<file path="src/rtl/riscv_ctrl_pkg.sv">
// ============================================================================
// Module      : riscv_ctrl_pkg
// Description : Shared encodings for the multi-cycle RV32I control unit:
//               FSM states, opcodes and datapath select/op encodings.
// Revision    : 1.0 - initial release
// ============================================================================
`default_nettype none

package riscv_ctrl_pkg;

  typedef enum logic [3:0] {
    FETCH     = 4'd0,
    DECODE    = 4'd1,
    EXEC_R    = 4'd2,
    EXEC_I    = 4'd3,
    ALU_WB    = 4'd4,
    MEM_ADR   = 4'd5,
    MEM_READ  = 4'd6,
    MEM_WB    = 4'd7,
    MEM_WRITE = 4'd8,
    BRANCH    = 4'd9,
    JAL_LINK  = 4'd10,
    JAL_JUMP  = 4'd11,
    JALR_LINK = 4'd12,
    JALR_JUMP = 4'd13,
    LUI       = 4'd14,
    HALT      = 4'd15
  } state_t;

  localparam logic [6:0] c_OPC_R      = 7'b0110011;
  localparam logic [6:0] c_OPC_I      = 7'b0010011;
  localparam logic [6:0] c_OPC_LW     = 7'b0000011;
  localparam logic [6:0] c_OPC_SW     = 7'b0100011;
  localparam logic [6:0] c_OPC_BRANCH = 7'b1100011;
  localparam logic [6:0] c_OPC_JAL    = 7'b1101111;
  localparam logic [6:0] c_OPC_JALR   = 7'b1100111;
  localparam logic [6:0] c_OPC_LUI    = 7'b0110111;

  localparam logic [2:0] c_ALU_ADD  = 3'b000;
  localparam logic [2:0] c_ALU_SUB  = 3'b001;
  localparam logic [2:0] c_ALU_AND  = 3'b010;
  localparam logic [2:0] c_ALU_OR   = 3'b011;
  localparam logic [2:0] c_ALU_XOR  = 3'b100;
  localparam logic [2:0] c_ALU_SLT  = 3'b101;
  localparam logic [2:0] c_ALU_SLTU = 3'b110;

  localparam logic [2:0] c_IMM_I = 3'b000;
  localparam logic [2:0] c_IMM_S = 3'b001;
  localparam logic [2:0] c_IMM_B = 3'b010;
  localparam logic [2:0] c_IMM_J = 3'b011;
  localparam logic [2:0] c_IMM_U = 3'b100;

  localparam logic [1:0] c_SRCA_PC    = 2'b00;
  localparam logic [1:0] c_SRCA_OLDPC = 2'b01;
  localparam logic [1:0] c_SRCA_REG   = 2'b10;

  localparam logic [1:0] c_SRCB_REG  = 2'b00;
  localparam logic [1:0] c_SRCB_IMM  = 2'b01;
  localparam logic [1:0] c_SRCB_FOUR = 2'b10;

  localparam logic [2:0] c_RES_ALUOUT = 3'b000;
  localparam logic [2:0] c_RES_ALU    = 3'b001;
  localparam logic [2:0] c_RES_MDR    = 3'b010;
  localparam logic [2:0] c_RES_IMM    = 3'b011;
  localparam logic [2:0] c_RES_PC     = 3'b100;

  localparam logic [1:0] c_ALUOP_ADD   = 2'b00;
  localparam logic [1:0] c_ALUOP_SUB   = 2'b01;
  localparam logic [1:0] c_ALUOP_FUNCT = 2'b10;

endpackage

`default_nettype wire

</file>
<file path="src/rtl/alu_decoder.sv">
// ============================================================================
// Module      : alu_decoder
// Description : Combinational ALU operation decode from ALU_op and funct bits.
// Revision    : 1.0 - initial release
// ============================================================================
`default_nettype none

module alu_decoder
  import riscv_ctrl_pkg::*;
(
  input  logic [1:0] i_alu_op,
  input  logic       i_opc_b5,
  input  logic [2:0] i_func3,
  input  logic       i_func7_b5,
  output logic [2:0] o_alu_cntr
);

  always_comb begin
    o_alu_cntr = c_ALU_ADD;
    case (i_alu_op)
      c_ALUOP_SUB: o_alu_cntr = c_ALU_SUB;
      c_ALUOP_FUNCT: begin
        case (i_func3)
          // opc[5] separates R-type from I-type, which has no subi
          3'b000:  o_alu_cntr = (i_opc_b5 && i_func7_b5) ? c_ALU_SUB : c_ALU_ADD;
          3'b111:  o_alu_cntr = c_ALU_AND;
          3'b110:  o_alu_cntr = c_ALU_OR;
          3'b100:  o_alu_cntr = c_ALU_XOR;
          3'b010:  o_alu_cntr = c_ALU_SLT;
          3'b011:  o_alu_cntr = c_ALU_SLTU;
          default: o_alu_cntr = c_ALU_ADD;
        endcase
      end
      default: o_alu_cntr = c_ALU_ADD;
    endcase
  end

endmodule

`default_nettype wire

</file>
<file path="src/rtl/multicycle_controller.sv">
// ============================================================================
// Module      : multicycle_controller
// Description : Multi-cycle RV32I control FSM driving datapath enables/selects.
//               Optional macro ILLEGAL_TRAP_EN: unknown opcodes halt the FSM.
// Revision    : 1.0 - initial release
// ============================================================================
`default_nettype none

module multicycle_controller
  import riscv_ctrl_pkg::*;
(
  input  logic       clk,
  input  logic       rst,
  input  logic [6:0] opc,
  input  logic [2:0] func3,
  input  logic [6:0] func7,
  input  logic       zero,
  input  logic       pos,
  output logic       Reg_write,
  output logic [2:0] Imm_src,
  output logic [1:0] ALU_srcA,
  output logic [1:0] ALU_srcB,
  output logic [2:0] ALU_cntr,
  output logic [2:0] Result_src,
  output logic       Mem_write,
  output logic       PC_write,
  output logic       old_PC_write,
  output logic       Adr_src,
  output logic       IR_write,
  output logic       illegal
);

  state_t     r_state;
  state_t     w_next_state;
  logic [1:0] w_alu_op;
  logic       w_unused;

  assign w_unused = ^{func7[6], func7[4:0]};

  always_ff @(posedge clk or negedge rst) begin
    if (!rst) r_state <= FETCH;
    else      r_state <= w_next_state;
  end

  alu_decoder u_alu_decoder (
    .i_alu_op   (w_alu_op),
    .i_opc_b5   (opc[5]),
    .i_func3    (func3),
    .i_func7_b5 (func7[5]),
    .o_alu_cntr (ALU_cntr)
  );

  always_comb begin
    w_next_state = r_state;
    Reg_write    = 1'b0;
    Imm_src      = c_IMM_I;
    ALU_srcA     = c_SRCA_PC;
    ALU_srcB     = c_SRCB_REG;
    w_alu_op     = c_ALUOP_ADD;
    Result_src   = c_RES_ALUOUT;
    Mem_write    = 1'b0;
    PC_write     = 1'b0;
    old_PC_write = 1'b0;
    Adr_src      = 1'b0;
    IR_write     = 1'b0;
    illegal      = 1'b0;

    case (r_state)
      FETCH: begin
        IR_write     = 1'b1;
        old_PC_write = 1'b1;
        ALU_srcB     = c_SRCB_FOUR;
        Result_src   = c_RES_ALU;
        PC_write     = 1'b1;
        w_next_state = DECODE;
      end
      DECODE: begin
        // ALUOut captures oldPC + imm as the branch/jal target
        ALU_srcA = c_SRCA_OLDPC;
        ALU_srcB = c_SRCB_IMM;
        if (opc == c_OPC_BRANCH)   Imm_src = c_IMM_B;
        else if (opc == c_OPC_JAL) Imm_src = c_IMM_J;
        case (opc)
          c_OPC_R:      w_next_state = EXEC_R;
          c_OPC_I:      w_next_state = EXEC_I;
          c_OPC_LW,
          c_OPC_SW:     w_next_state = MEM_ADR;
          c_OPC_BRANCH: w_next_state = BRANCH;
          c_OPC_JAL:    w_next_state = JAL_LINK;
          c_OPC_JALR:   w_next_state = JALR_LINK;
          c_OPC_LUI:    w_next_state = LUI;
`ifdef ILLEGAL_TRAP_EN
          default:      w_next_state = HALT;
`else
          default:      w_next_state = FETCH;
`endif
        endcase
      end
      EXEC_R: begin
        ALU_srcA     = c_SRCA_REG;
        w_alu_op     = c_ALUOP_FUNCT;
        w_next_state = ALU_WB;
      end
      EXEC_I: begin
        ALU_srcA     = c_SRCA_REG;
        ALU_srcB     = c_SRCB_IMM;
        w_alu_op     = c_ALUOP_FUNCT;
        w_next_state = ALU_WB;
      end
      ALU_WB: begin
        Reg_write    = 1'b1;
        w_next_state = FETCH;
      end
      MEM_ADR, MEM_READ, MEM_WRITE: begin
        ALU_srcA = c_SRCA_REG;
        ALU_srcB = c_SRCB_IMM;
        Imm_src  = (opc == c_OPC_SW) ? c_IMM_S : c_IMM_I;
        if (r_state == MEM_ADR) begin
          w_next_state = (opc == c_OPC_SW) ? MEM_WRITE : MEM_READ;
        end else begin
          Adr_src      = 1'b1;
          Mem_write    = (r_state == MEM_WRITE);
          w_next_state = (r_state == MEM_WRITE) ? FETCH : MEM_WB;
        end
      end
      MEM_WB: begin
        Result_src   = c_RES_MDR;
        Reg_write    = 1'b1;
        w_next_state = FETCH;
      end
      BRANCH: begin
        ALU_srcA = c_SRCA_REG;
        w_alu_op = c_ALUOP_SUB;
        case (func3)
          3'b000:  PC_write = zero;
          3'b001:  PC_write = !zero;
          3'b100:  PC_write = !zero && !pos;
          3'b101:  PC_write = zero || pos;
          default: PC_write = 1'b0;
        endcase
        w_next_state = FETCH;
      end
      JAL_LINK: begin
        Result_src   = c_RES_PC;
        Reg_write    = 1'b1;
        ALU_srcA     = c_SRCA_OLDPC;
        ALU_srcB     = c_SRCB_IMM;
        Imm_src      = c_IMM_J;
        w_next_state = JAL_JUMP;
      end
      JALR_LINK: begin
        Result_src   = c_RES_PC;
        Reg_write    = 1'b1;
        ALU_srcA     = c_SRCA_REG;
        ALU_srcB     = c_SRCB_IMM;
        w_next_state = JALR_JUMP;
      end
      JAL_JUMP, JALR_JUMP: begin
        PC_write     = 1'b1;
        w_next_state = FETCH;
      end
      LUI: begin
        Imm_src      = c_IMM_U;
        Result_src   = c_RES_IMM;
        Reg_write    = 1'b1;
        w_next_state = FETCH;
      end
`ifdef ILLEGAL_TRAP_EN
      HALT: begin
        illegal      = 1'b1;
        w_next_state = HALT;
      end
`endif
      default: w_next_state = FETCH;
    endcase

    // Reset overrides everything so an aborted instruction writes nothing
    if (!rst) begin
      Reg_write    = 1'b0;
      Imm_src      = c_IMM_I;
      ALU_srcA     = c_SRCA_PC;
      ALU_srcB     = c_SRCB_REG;
      w_alu_op     = c_ALUOP_ADD;
      Result_src   = c_RES_ALUOUT;
      Mem_write    = 1'b0;
      PC_write     = 1'b0;
      old_PC_write = 1'b0;
      Adr_src      = 1'b0;
      IR_write     = 1'b0;
      illegal      = 1'b0;
    end
  end

endmodule

`default_nettype wire

</file>
<file path="config.mk">
export PLATFORM = sky130hd
export DESIGN_NAME = multicycle_controller
export DESIGN_NICKNAME = d
export VERILOG_FILES = /design/src/rtl/riscv_ctrl_pkg.sv /design/src/rtl/alu_decoder.sv /design/src/rtl/multicycle_controller.sv
export SDC_FILE = /design/constraint.sdc
export NUM_CORES = 1
export LEC_CHECK = 0
export BUFFER_PORTS_ARGS = -buffer_cell sky130_fd_sc_hd__buf_4
export CAP_MARGIN = 0
export CELL_PAD_IN_SITES_DETAIL_PLACEMENT = 1
export CELL_PAD_IN_SITES_GLOBAL_PLACEMENT = 2
export CORE_ASPECT_RATIO = 0.7
export CORE_MARGIN = 3
export CORE_UTILIZATION = 24
export DETAILED_ROUTE_END_ITERATION = 10
export GPL_ROUTABILITY_DRIVEN = 0
export GPL_TIMING_DRIVEN = 0
export HOLD_SLACK_MARGIN = 0.02
export PLACE_DENSITY_LB_ADDON = 0.1
export RECOVER_POWER = 100
export SETUP_SLACK_MARGIN = 0.15
export SLEW_MARGIN = 10
export SYNTH_ARGS = -nofsm -noshare
export SYNTH_HDL_FRONTEND = slang
export SYNTH_SLANG_ARGS = --single-unit
</file>
<file path="constraint.sdc">
create_clock -name clk -period 2.4 [get_ports clk]
set_input_delay 0.36 -clock clk [delete_from_list [all_inputs] [get_ports clk]]
set_output_delay 0.36 -clock clk [all_outputs]
set_load 0.02 [all_outputs]
</file>
==> reports/metrics.csv, run 1 <==
stage;metric;value;unit
job;MaxCap Viol Count;0;
logic_synthesis;mux share of post-synthesis cell area;0.0248;
sta;setup_tns;0;ns
floorplanning;site row count;16;
routing;1st-pass router iterations;4;
hold_path;hold crit path type;input pin to flip-flop;
finish;Area Overhead vs Synth;40.1;%
critical_path;CP endpoint kind;output pin;
finish;Top reg by flops;r_state;
logic_synthesis;area share of the largest cell type after synthesis;0.124;
logic_synthesis;synthesis warning total;0;
logic_synthesis;library cells used by synthesis;44;
routing;final wirelength;2.97;mm
critical_path;Crit path required time;2.04;ns
floorplanning;Initial Utilization;0.268;
floorplanning;IO Pins;41;
routing;Initial DRC Count;19;
cts;Clock transition at path regs;0.03;ns
sta;count of final setup violators;0;
place;PortBufs;33;
logic_synthesis;Post-Synth Adder-Cell Area;0.0311;
global_routing;largest net degree at the start of global routing;11;
sta;count of final max-slew check failures;0;
global_routing;initial antenna violation count;0;
cts;clk_lat worst skew;0.22;ns
sta;crit share post-route;0.929;
finish;Largest regs;r_state (4);
global_routing;first-pass GRT wire length;4.92;mm
cts;H-tree levels;1;
finish;share of cells above drive strength 1;0.278;
critical_path;crit path kind;flip-flop to output pin;
logic_synthesis;Synth Register Bits;4;
logic_synthesis;Synth async-reset ratio;1.00;
cts;Clock Path Buffers;2;
critical_path;Crit path buffers/inverters;2;
floorplanning;Die X-Extent;75.3;um
logic_synthesis;Cells after Synth;114;
cts;CTS Root Cell;clkbuf_8;
finish;max reg flops;4;
pwr;worst vdd ir;245;uV
pwr;Leakage;0.523;nW
floorplanning;core area;0.00300;mm2
logic_synthesis;Synth Flop Type;dfrtp_1;
floorplanning;Die ar.;0.00410;mm2
logic_synthesis;average size of a mapped cell;7.07;um2
place;DP HPWL;2.39;mm
pwr;pwr/cell area;775;mW/mm2
critical_path;Largest delay share family, worst path;buffers and inverters;
critical_path;Critical Path Start Type;flip-flop;
global_routing;GRT overflow;0;
logic_synthesis;post-synthesis net count;137;
logic_synthesis;Compound-Gate Fraction of Synth Area;0.241;
routing;DR DRC count;0;
global_routing;vias in the first global route;990;
finish;Layout Utilization;0.376;
cts;clock sinks;4;
logic_synthesis;Yosys top cell by area;dfrtp_1;
logic_synthesis;EDFF count, synth;0;
outcome;status;finished, final reports clean;
critical_path;crit path cell chain;buf_4 > nor2b_4 > nand3_1 > ha_1 > a211oi_1 > clkbuf_2;
floorplanning;die height;54.5;um
sta;Hold Vio Cnt, Final;0;
routing;Avg WL per Cell;15.9;um
routing;DRT antenna net count;0;
routing;via count;984;
sta;RSZ-0062 raised after global routing;yes;
global_routing;gr usage total;0.159;
critical_path;CP max FO;10;
routing;Vias per Instance;5.26;
logic_synthesis;Seq/Total Area, Yosys;0.124;
critical_path;CP Data Arrival Time;1.87;ns
critical_path;slowest stage cell, crit path;ha_1;
pwr;overall power;0.875;mW
logic_synthesis;main area contributors after synthesis;dfrtp_1, a21oi_1, xor2_1, nor2_1, nand3_1;
finish;ANT cells;0;
cts;CTS tree;yes;
logic_synthesis;XOR/XNOR Fraction of Synth Area;0.0761;
logic_synthesis;Post-Syn Area;806;um2
logic_synthesis;main combinational cell family by area after synthesis;simple AND/OR/NAND/NOR gates;
sta;fmax;0.448;GHz
sta;Tmin final;2.23;ns
sta;skew final;0.000834;ns
finish;Final nets;176;
logic_synthesis;simple-gate portion of the synthesized area;0.411;
cts;cts bufs inserted;3;
critical_path;crit-path max cell delay;0.36;ns
layer usage:
metal	vias up	global-route usage	part of all wire
li1	484	-	-
met1	477	0.237	0.52
met2	23	0.238	0.42
met3	0	0.0422	0.059
met4	0	0.00872	0
met5	-	0	0
through the flow:
| stage | area [um2] | hold WS, ns | instances | worst slack (ns) |
|---|---|---|---|---|
| 2_1_floorplan | 806 | 0.0644 | 114 | 0.348 |
| 3_3_place_gp | 1100 | 0.198 | 183 | 0.344 |
| 3_5_place_dp | 1100 | 0.196 | 183 | 0.347 |
| 4_1_cts | 1150 | 0.480 | 187 | 0.159 |
| 5_1_grt | 1130 | 0.521 | 187 | 0.0411 |
| 6_report | 1130 | 0.483 | 187 | 0.169 |
worst min-delay path: stages:
cell and delay (ns):
buf_4 0.13, nor4_1 0.05, nand2_1 0.06, o22ai_1 0.07
cell type report:
class,instances,area (um2)
clock buffer,3,41.3
multi-input combinational,96,644
inverter,6,22.5
timing repair buffer,34,226
sequential,4,100
buffer,8,48.8
tap,36,45.0
fill,389,1870
what timing repair did:
action                                  in CTS  in global routing
hold endpoints to repair                     4                  0
hold buffers                                 1                  0
endpoints found under the setup margin       1                  3
setup buffers                                0                  0
resized for setup                            1                  3
pin swaps                                    0                  0
where the power goes:
group	internal, mW	switching [mW]	total, mW
clock network	0.107	0.0412	0.149
logic	0.232	0.364	0.596
registers	0.0900	0.0403	0.130
total	0.429	0.446	0.875
layout by cell type (no fill, tap or decap), types with 3 or more instances in the layout:
| cell | Yosys | final |
|---|---|---|
| o221ai_1 | 3 | 3 |
| and3_1 | 4 | 4 |
| nor2b_1 | 4 | 4 |
| clkbuf_8 | 0 | 3 |
| a21oi_1 | 9 | 8 |
| nand2b_1 | 4 | 4 |
| buf_2 | 5 | 3 |
| clkbuf_1 | 0 | 8 |
| buf_4 | 3 | 26 |
| nand2_1 | 6 | 7 |
| xnor2_1 | 3 | 3 |
| xor2_1 | 4 | 4 |
| dfrtp_1 | 4 | 4 |
| nand3_1 | 6 | 6 |
| inv_1 | 5 | 6 |
| nor3_1 | 6 | 6 |
| nand3b_1 | 3 | 3 |
| nor2_1 | 9 | 8 |
cell usage after synthesis, drive strengths merged (2+ instances only):
master	instances
nor4	3
mux2i	2
nand2b	4
nor2b	5
a32oi	2
xnor2	3
buf	8
nand3	7
or2	2
and3	4
ha	2
nand3b	3
nor3	6
a21oi	10
nor2	9
nand2	7
and2b	2
o21ai	2
o221ai	3
xor2	4
dfrtp	4
inv	6
o22ai	2
path summary, 6_finish.rpt:
| kind | from | to | slack, ns | depth (start not counted) |
|---|---|---|---|---|
| hold / removal | opc[2] | r_state[0]$_DFF_PN0_ | 0.48 | 4 |
| hold reg to reg | r_state[1]$_DFF_PN0_ | r_state[2]$_DFF_PN0_ | 0.82 | 3 |
| setup reg to reg | r_state[0]$_DFF_PN0_ | r_state[2]$_DFF_PN0_ | 0.86 | 5 |
| setup / recovery | r_state[3]$_DFF_PN0_ | ALU_cntr[1] | 0.17 | 6 |
| max in group asynchronous | rst | r_state[1]$_DFF_PN0_ | 1.38 | 2 |
| min in group asynchronous | rst | r_state[0]$_DFF_PN0_ | 0.84 | 2 |
cell families (layout without fill, tap and decap cells):
group,count (synthesis),count (layout)
DFF,4,4
AOI/OAI and AO/OA,28,28
xor gates and xnor gates,7,7
muxes,2,2
buffers and inverters,14,51
and+or+nand+nor,56,56
adders and majority gates,2,2
other,1,1
Note: power is estimated with default switching activity, not from simulation.
==> inputs of run 2 (changes only) <==
--- a/config.mk
+++ b/config.mk
@@ -5,13 +5,14 @@
 export SDC_FILE = /design/constraint.sdc
 export NUM_CORES = 1
 export LEC_CHECK = 0
+export ABC_AREA = 1
 export BUFFER_PORTS_ARGS = -buffer_cell sky130_fd_sc_hd__buf_4
 export CAP_MARGIN = 0
 export CELL_PAD_IN_SITES_DETAIL_PLACEMENT = 1
 export CELL_PAD_IN_SITES_GLOBAL_PLACEMENT = 2
 export CORE_ASPECT_RATIO = 0.7
 export CORE_MARGIN = 3
-export CORE_UTILIZATION = 24
+export CORE_UTILIZATION = 21
 export DETAILED_ROUTE_END_ITERATION = 10
 export GPL_ROUTABILITY_DRIVEN = 0
 export GPL_TIMING_DRIVEN = 0
==> run 2 against run 1 <==
Global-route usage down 2.8 points. Via count is 5.2% higher. Combinational power down 23%. Count of clock-buffer cells in the layout unchanged. Die area grew 9.4%. Sequential power down 6%. Synthesized area fell by 3.4%. Worst hold slack better by 0.037 ns. Largest cell class unchanged.
==> reports/metrics.csv, run 2 <==
stage;metric;value;unit
finish;final instance area;0.00108;mm2
place;dpl cells;232;
sta;setup_tns;0;ns
finish;area of the multi-input gates;547;um2
critical_path;CP Data Arrival Time;1.80;ns
floorplanning;Die X-Extent;78.8;um
critical_path;CP max FO;7;
pwr;Power Internal;0.350;mW
critical_path;CP endpoint kind;output pin;
routing;Initial DRC Count;39;
pwr;Psw;0.375;mW
floorplanning;die height;56.9;um
logic_synthesis;Post-Syn Area;778;um2
global_routing;largest net degree at the start of global routing;11;
logic_synthesis;Synth async-reset ratio;1.00;
logic_synthesis;Seq/Total Area, Yosys;0.129;
finish;max reg flops;4;
sta;Tmin final;2.16;ns
logic_synthesis;most numerous cell in the Yosys netlist;nand2_1;
place;DP HPWL;2.47;mm
finish;Area Overhead vs Synth;38.6;%
cts;Clock Path Buffers;2;
floorplanning;IO Pins;41;
logic_synthesis;Cells after Synth;152;
sta;skew final;0.00187;ns
logic_synthesis;top cells by count, synth;nand2_1, nor2_1, inv_1;
job;MaxCap Viol Count;0;
critical_path;Crit path required time;2.04;ns
routing;DR DRC count;0;
cts;clock sinks;4;
global_routing;first-pass GRT wire length;4.80;mm
cts;cts bufs inserted;3;
finish;Top reg by flops;r_state;
cts;clk_lat worst skew;0.22;ns
finish;share of cells above drive strength 1;0.212;
sta;fmax;0.463;GHz
finish;fill count;479;
logic_synthesis;main area contributors after synthesis;nand2_1, dfrtp_1, nor2_1, inv_1, a21oi_1;
floorplanning;site row count;17;
cts;CTS tree;yes;
sta;Rel. slew slack;0.661;
logic_synthesis;Synth Register Bits;4;
pwr;pwr/cell area;673;mW/mm2
sta;count of final setup violators;0;
routing;Avg WL per Cell;12.0;um
sta;crit share post-route;0.899;
hold_path;hold crit path type;input pin to flip-flop;
finish;Layout Utilization;0.323;
pwr;Leakage;0.583;nW
global_routing;initial antenna violation count;0;
logic_synthesis;Yosys top cell by area;nand2_1;
finish;ANT cells;0;
finish;Sequential Area;101;um2
finish;commonest cells after routing, fill and taps aside;nand2_1, nor2_1, buf_4;
pwr;overall power;0.725;mW
routing;DRT antenna net count;0;
pwr;Seq pwr share;0.168;
floorplanning;core area;0.00334;mm2
floorplanning;Die ar.;0.00448;mm2
global_routing;gr usage total;0.131;
logic_synthesis;Synth Flop Type;dfrtp_1;
global_routing;GRT overflow;0;
sta;RSZ-0062 raised after global routing;yes;
critical_path;crit path kind;flip-flop to output pin;
cts;CTS Root Cell;clkbuf_8;
pwr;Clk pwr share;0.196;
sta;Slew @ Worst Pin;0.509;ns
global_routing;vias in the first global route;999;
critical_path;Critical Path Start Type;flip-flop;
place;DP Area;0.00108;mm2
sta;count of final max-slew check failures;0;
logic_synthesis;library cells used by synthesis;24;
floorplanning;Initial Utilization;0.233;
finish;Layout Cells excl Fill;236;
routing;1st-pass router iterations;4;
outcome;status;finished, final reports clean;
logic_synthesis;area share of the largest cell type after synthesis;0.227;
routing;via count;1035;
sta;Hold Vio Cnt, Final;0;
pwr;Sw Ratio;0.518;
logic_synthesis;post-synthesis net count;175;
finish;Final nets;214;
routing;final wirelength;2.83;mm
cts;H-tree levels;1;
routing;Vias per Instance;4.39;
pwr;worst vdd ir;319;uV
place;PortBufs;33;
pwr;Comb power frac;0.636;
logic_synthesis;synthesis warning total;0;
logic_synthesis;average size of a mapped cell;5.12;um2
finish;Largest regs;r_state (4);
logic_synthesis;EDFF count, synth;0;
cts;Clock transition at path regs;0.03;ns
finish;most common cell after layout, fill and taps aside;nand2_1;
[run 2: cell count changes in the layout (fill, tap and decap cells not counted), sizes merged, moves of 4 or more]
cell	change
nor2	+24
nand2	+42
buf	-7
inv	+19
nor2b	-5
xor2	-4
nand2b	-4
and3	-4
[run 2: power groups by stage]
stage | Clock [mW] | Sequential (mW) | Combinational [mW]
floorplan | 0 | 0.113 | 0.321
global placement | 0 | 0.121 | 0.492
detailed placement | 0 | 0.123 | 0.501
CTS | 0.147 | 0.122 | 0.505
global route | 0.151 | 0.128 | 0.518
finish | 0.142 | 0.122 | 0.461
[run 2: cell type report]
class | count | share of cell area
flip-flops and latches | 4 | 0.0940
plain buffers | 4 | 0.0244
repair buffers | 34 | 0.191
inverters | 26 | 0.0905
well taps | 47 | 0.0545
multi-input cells | 118 | 0.507
clock buffers | 3 | 0.0383
[run 2: metrics by stage]
step,hold WS (ns),setup WS [ns]
final,0.520,0.241
after global routing,0.568,0.0746
after CTS,0.518,0.223
after detailed placement,0.163,0.422
after global placement,0.160,0.438
after floorplan,0.0644,0.601
[run 2: cell families after synthesis]
kind of cell / Yosys count / synth area share
fa+ha+maj: 2 / 0.0321
buf+inv: 30 / 0.159
other cells: 1 / 0.00482
compound gates: 18 / 0.129
simple gates: 97 / 0.547
flops: 4 / 0.129
[run 2: per-layer routing]
metal	part of all wire	wire length, um	GRT usage	vias to the layer above
li1	-	-	-	544
met2	0.39	1110	0.187	25
met3	0.042	118	0.0252	0
met4	0	0	0.0150	0
met1	0.56	1600	0.206	466
met5	0	0	0	-
[run 2: worst paths after layout]
kind	from	slack (ns)	end	cells past startpoint
worst min-delay path	opc[2]	0.52	r_state[0]$_DFF_PN0_	4
worst max-delay path	r_state[1]$_DFF_PN0_	0.24	ALU_srcB[1]	7
min in group asynchronous	rst	0.56	r_state[3]$_DFF_PN0_	2
worst max register to register	r_state[1]$_DFF_PN0_	1.11	r_state[0]$_DFF_PN0_	5
worst min register to register	r_state[0]$_DFF_PN0_	0.77	r_state[0]$_DFF_PN0_	3
max in group asynchronous	rst	1.65	r_state[0]$_DFF_PN0_	2
[run 2: critical path: stages, from the launching register on]
cell and delay [ns]:
dfrtp_1 0.45, nor2_1 0.30, inv_1 0.08, nor2_1 0.17
inv_1 0.11, nor2_1 0.19, buf_4 0.15, buf_4 0.13
[run 2: what timing repair did]
item	in CTS	in global routing
buffers inserted	0	0
resized for setup	0	2
hold endpoints to repair	4	0
endpoints found under the setup margin	0	5
hold buffers	1	0
